**src/rtl/rtc_secuenciador_bus.sv**
```systemverilog
// Bus-cycle sequencer for the multiplexed address/data RTC interface.
// Walks address, gap, data and gap phases timed by an external phase counter.
module rtc_secuenciador_bus #(
    parameter int unsigned T_DIR  = 10,
    parameter int unsigned T_DATO = 20,
    parameter int unsigned T_ESP  = 4
) (
    input  logic       clk,
    input  logic       reset,
    input  logic       inicio,
    input  logic       rw,
    input  logic [7:0] dir,
    input  logic [7:0] dato_in,
    input  logic [4:0] cuenta,
    input  logic [7:0] bus_in,
    output logic       EN_cuenta,
    output logic [5:0] tiempo,
    output logic       cs_n,
    output logic       ad_n,
    output logic       wr_n,
    output logic       rd_n,
    output logic       bus_oe,
    output logic [7:0] bus_out,
    output logic [7:0] dato_leido,
    output logic       ocupado,
    output logic       listo
);

    localparam logic [5:0] L_DIR      = 6'(T_DIR);
    localparam logic [5:0] L_DATO     = 6'(T_DATO);
    localparam logic [5:0] L_ESP      = 6'(T_ESP);
    localparam logic [4:0] L_DIR_STB  = 5'(T_DIR - 2);
    localparam logic [4:0] L_DATO_STB = 5'(T_DATO - 2);

    typedef enum logic [2:0] {
        REPOSO,
        DIRECCION,
        ESPERA1,
        DATO,
        ESPERA2
    } estado_t;

    estado_t    r_estado;
    logic       r_rw;
    logic [7:0] r_dir;
    logic [7:0] r_dato;

    logic       w_fin;
    logic       w_dir_stb;
    logic       w_dato_stb;

    // Strobes stay high on the first and last count of each phase.
    assign w_dir_stb  = (cuenta != 5'd0) && (cuenta <= L_DIR_STB);
    assign w_dato_stb = (cuenta != 5'd0) && (cuenta <= L_DATO_STB);
    assign w_fin      = EN_cuenta && ({1'b0, cuenta} == (tiempo - 6'd1));

    // Pin decode from the state register and the phase count.
    always_comb begin
        EN_cuenta = 1'b1;
        tiempo    = L_ESP;
        cs_n      = 1'b1;
        ad_n      = 1'b1;
        wr_n      = 1'b1;
        rd_n      = 1'b1;
        bus_oe    = 1'b0;
        bus_out   = 8'h00;
        ocupado   = 1'b1;
        case (r_estado)
            REPOSO: begin
                EN_cuenta = 1'b0;
                tiempo    = L_DIR;
                ocupado   = 1'b0;
            end
            DIRECCION: begin
                tiempo  = L_DIR;
                cs_n    = 1'b0;
                ad_n    = 1'b0;
                bus_oe  = 1'b1;
                bus_out = r_dir;
                wr_n    = !w_dir_stb;
            end
            DATO: begin
                tiempo = L_DATO;
                cs_n   = 1'b0;
                if (r_rw) begin
                    rd_n = !w_dato_stb;
                end else begin
                    bus_oe  = 1'b1;
                    bus_out = r_dato;
                    wr_n    = !w_dato_stb;
                end
            end
            default: ;
        endcase
    end

    // Phase sequencing, request latching, read capture and completion pulse.
    always_ff @(posedge clk or negedge reset) begin
        if (!reset) begin
            r_estado   <= REPOSO;
            r_rw       <= 1'b0;
            r_dir      <= 8'h00;
            r_dato     <= 8'h00;
            dato_leido <= 8'h00;
            listo      <= 1'b0;
        end else begin
            listo <= 1'b0;
            case (r_estado)
                REPOSO: begin
                    if (inicio) begin
                        r_rw     <= rw;
                        r_dir    <= dir;
                        r_dato   <= dato_in;
                        r_estado <= DIRECCION;
                    end
                end
                DIRECCION: if (w_fin) r_estado <= ESPERA1;
                ESPERA1:   if (w_fin) r_estado <= DATO;
                DATO: begin
                    if (r_rw && (cuenta == L_DATO_STB)) dato_leido <= bus_in;
                    if (w_fin) r_estado <= ESPERA2;
                end
                ESPERA2: begin
                    if (w_fin) begin
                        r_estado <= REPOSO;
                        listo    <= 1'b1;
                    end
                end
                default: r_estado <= REPOSO;
            endcase
        end
    end

endmodule
```
**config.mk**
```make
export PLATFORM = sky130hd
export DESIGN_NAME = rtc_secuenciador_bus
export DESIGN_NICKNAME = d
export VERILOG_FILES = /design/src/rtl/rtc_secuenciador_bus.sv
export SDC_FILE = /design/constraint.sdc
export NUM_CORES = 1
export LEC_CHECK = 0
export CAP_MARGIN = 20
export CORE_MARGIN = 1.5
export CORE_UTILIZATION = 45
export CTS_CLUSTER_SIZE = 16
export DETAILED_ROUTE_END_ITERATION = 10
export GPL_ROUTABILITY_DRIVEN = 0
export PLACE_DENSITY_LB_ADDON = 0.08
export SKIP_CTS_REPAIR_TIMING = 1
export SKIP_LAST_GASP = 1
export SLEW_MARGIN = 30
export SYNTH_ARGS = -nofsm -noshare
export SYNTH_HDL_FRONTEND = slang
export SYNTH_SLANG_ARGS = --single-unit
export TNS_END_PERCENT = 30
```
**constraint.sdc**
```tcl
create_clock -name clk -period 3.1 [get_ports clk]
set_input_delay 0.62 -clock clk [delete_from_list [all_inputs] [get_ports clk]]
set_output_delay 0.62 -clock clk [all_outputs]
set_load 0.01 [all_outputs]
```
Word-level counts from Yosys, hierarchy flattened
Cells that the tools add are included.
Word-level totals
  input port bits: 33
  register bits: 29
  output and inout bits: 30
  bits in read-only memories: 0
  bits in latches: 0
  bits in writable memories: 0
  memories kept: 0
Operators by class
  eq/ne operators: 11
  magnitude comparators: 2
  add/subtract/negate cells: 1
  muxes and demuxes: 20
  reductions and logical operators: 13
  shifts and indexed selects: 0
  $mul: 0
  div/mod/pow operators: 0
  bitwise logic cells: 0
Operators with widths (number)
  one-hot mux 8 bit (2 select lines): 1
  2-to-1 mux 3 bit: 5
  one-hot mux 3 bit (5 select lines): 1
  inequality test 2 bit, second input constant: 5
  one-hot mux 5 bit (2 select lines): 1
  2-to-1 mux 1 bit: 9
  2-to-1 mux 8 bit: 1
  == test 3 x 2 -> 1 bit, second input constant: 2
  == test 5 x 6 -> 1 bit: 1
  subtractor 6 x 1 -> 6 bit, second input constant: 1
  == test 5 bit, second input constant: 1
  <= comparator 5 x 4 -> 1 bit, second input constant: 1
  <= comparator 5 bit, second input constant: 1
  AND reduction 5 bit: 1
  nonzero test 5 bit: 1
  logical AND 1 bit: 4
  one-hot mux 1 bit (2 select lines): 2
  AND reduction 2 bit: 2
  OR reduction 2 bit: 2
  == test 3 x 1 -> 1 bit, second input constant: 1
  == test 3 bit, second input constant: 1
  logical NOT 3 bit: 1
  logical NOT 1 bit: 2

Depth between registers and ports, before layout
  depth in word-level cells: 8
  depth in mapped cells: 6

Worst setup path before layout
OpenSTA, ideal clock, no wires.
  path type: input to output
  start: input port cuenta[2]
  end: output port wr_n
  required time: 2.480 ns
  cell stages on the path: 4
  arrival time: 1.422 ns
  slack: 1.058 ns
  cells stage by stage: or3_1 -> nor3_1 -> a21oi_1 -> o22ai_1
On the way
  longest elaborated chain between the ends: 5
Ends and longest elaborated chain
  from (decl): line 14  | input logic [4:0] cuenta,
  <= comparator 5 bit / nonzero test 5 bit (equally long branches): line 54, 53
  logical AND 1 bit: line 54  | assign w_dato_stb = (cuenta != 5'd0) && (cuenta <= L_DATO_STB);
  logical NOT 1 bit: line 90  | wr_n = !w_dato_stb;
  2-to-1 mux 1 bit: line 85  | if (r_rw) begin
  one-hot mux 1 bit (2 select lines) (*): line 68  | case (r_estado)
  to (decl): line 20  | output logic wr_n,
Every way passes the cells marked *; elsewhere a longest branch is shown, timed or not.

Final worst setup path
Ends and elaborated chain as after synthesis.

==> metrics.txt <==
DRT met1 WL around 1300 um; initial drt markers 24; total CTS buffers 5; Area growth, synth to finish 47.1%; Critical Path Max Stage Delay approximately 0.55 ns; top cell type by total area after synthesis dfrtp_1; H-tree depth 2; GRT Total Usage 0.209; Simple-Gate Fraction of Synth Area 0.114; Final setup viols 0; initial antenna violation count 0; Die Area 0.00359 sq mm; Async SR Flop Fraction 1.00; setup slack after layout ~0.11 ns; CP Data Required Time approximately 2.5 ns; Worst Path Buf+Inv 2; crit end category output port; number of remaining DRC errors 0; # nets final ~220; Adder-Cell Fraction of Synth Area 0; pre-CTS setup slack roughly 0.085 ns; hold path endpoint dato_leido[3]; Max Fclk 335 MHz; Worst R2R Path Depth 4; crit path kind in -> out; Placed Instances approximately 220; Top Layer Used met4; hold slack 0.488 ns; Avg WL per Cell about 15 um; count of different cell masters after synthesis 31; RSZ-0062 raised after global routing no; HPWL Detailed 2610 um; FF-to-FF End dato_leido[7]; Worst EP arrival 2.37 ns; layout cell share with drive strength beyond 1 0.208; setup TNS 0 ns; post-synthesis area per instance roughly 13 sq um; root buf cell clkbuf_4; CTS tree done; dominant synthesized flop cell dfrtp_1; final std cells w/o fill 227; worst-path maximum fanout 2; clk_lat worst skew about 0.33 ns; mux cell area share after synthesis 0.229; met2 WL post-DR around 1800 um; Period minus WS final between 2 and 3 ns; first-pass GRT wire length around 5400 um; CTS Sinks 29; largest net degree at the start of global routing 30; Ys Warns 0; peak supply drop ~460 uV; r2r setup slk about 1.4 ns; largest family of logic cells by synthesized area multiplexers; vias between 1k and 1.5k; routed wire length approximately 3400 um; met3 WL between 200 and 250 um; antenna cells 0; crit share post-route 0.963; Initial Utilization 0.474; num ports 63; clock transition at the registers of the reported paths 0.08 ns; Crit path top cell by count clkdlybuf4s50_1; die height between 50 and 60 um; Final Max Tran Viols 0; XOR/XNOR Fraction of Synth Area 0; number of synthesized register bits 29; top cells by area, synth dfrtp_1 (50%), mux2_4 (11%), mux2_1 (6.2%); Critical Path Start Type input port; Cell Area, Synth between 0.001 and 0.0015 sq mm; critical path cell sequence clkdlybuf4s50_1 > or3_1 > nor3_1 > a21oi_1 > o22ai_1 > clkdlybuf4s50_1; Die W ~60 um; Via density around 5.2; cells after synthesis ~120; core area 0.00308 sq mm; final antenna-violating net count 0; min-delay worst type reg -> reg; vias in the first global route roughly 1.2k; skew final around 0.0045 ns; status finished, final reports clean; FP Rows 20; area share of the largest cell type after synthesis 0.497; sequential area share after synthesis 0.497; number of enable flip-flop cells after synthesis 0; CP delay by family, top buffers and inverters; Hold Vio Cnt, Final 0; Worst R2R Start r_estado[1]; Compound-Gate Fraction of Synth Area 0.0961; leakage power 0.934 nW; CTS max path bufs 2; HP Start dato_leido[3]; drt pass-1 iters 4; PD cells 841 mW/mm^2; hold path cells 1; CP max-delay cell clkdlybuf4s50_1; Max-cap violations 0; # port buffers 60; grt total ovfl 0
-- cells in the mapped netlist, drive strengths merged, types with 2 or more instances --
library cell,count
a21oi,4
a22o,8
and3,2
buf,9
dfrtp,29
inv,4
mux2,26
nand2,5
nand2b,5
nand3,2
nor2,5
nor3,4
o21ai,2
o22ai,2
-- routing by layer --
metal | vias up | track usage
li1 | 544 | -
met5 | - | 0
met1 | 588 | 0.243
met4 | 0 | 0.0952
met2 | 44 | 0.345
met3 | 10 | 0.0714
-- kinds of logic after synthesis --
group	after synthesis
other	1
DFF	29
buffers and inverters	13
and+or+nand+nor	28
AOI/OAI and AO/OA	19
muxes	26
-- cell usage in the layout, fill, tap and decap left out, drive strengths merged --
cell / Yosys / layout
clkbuf: 0 / 8
o22ai: 2 / 2
o21ai: 2 / 2
a21oi: 4 / 4
and3: 2 / 2
conb: 1 / 2
nor2: 5 / 5
nor4: 1 / 1
clkdlybuf4s50: 0 / 60
buf: 9 / 7
a211o: 1 / 1
or3: 1 / 1
nor3: 4 / 4
mux2: 26 / 26
dfrtp: 29 / 29
inv: 4 / 4
nand2: 5 / 5
or2: 1 / 1
nor3b: 1 / 1
nor4b: 1 / 1
nand2b: 5 / 5
o31ai: 1 / 1
a22o: 8 / 8
o221a: 1 / 1
nand3: 2 / 2
-- worst max path at each step --
stage	start	cells past startpoint	end
floorplan	cuenta[2]	4	wr_n
global placement	cuenta[2]	6	wr_n
detailed placement	cuenta[2]	6	wr_n
CTS	cuenta[2]	6	wr_n
global route	cuenta[2]	6	wr_n
finish	cuenta[2]	6	wr_n
-- area by class of cell --
class	count	area, sq um
Clock buffer	8	48.8
Timing Repair Buffer	67	653
Sequential cell	29	726
Tap cell	44	55.1
Inverter	4	15.0
Fill cell	253	932
Multi-Input combinational cell	75	648
-- where the power goes --
part | leakage (nW) | internal, mW | switching (mW)
logic | 0.544 | 0.589 | 0.355
registers | 0.363 | 0.532 | 0.115
clock network | 0.0265 | 0.0902 | 0.125
total | 0.934 | 1.21 | 0.594
-- sequential cells by signal (all words and copies together) (netlist names) --
signal	count
listo	1
r_estado	3
r_dir	8
r_dato	8
dato_leido	8
r_rw	1
-- stage by stage --
step	util	cell area, sq um	power [mW]
after global placement	0.681	2100	1.57
after detailed placement	0.681	2100	1.60
after CTS	0.697	2150	1.83
after floorplan	-	1460	1.14
after global routing	0.697	2150	1.92
final	0.697	2150	1.81
Note: power is estimated with default switching activity, not from simulation.
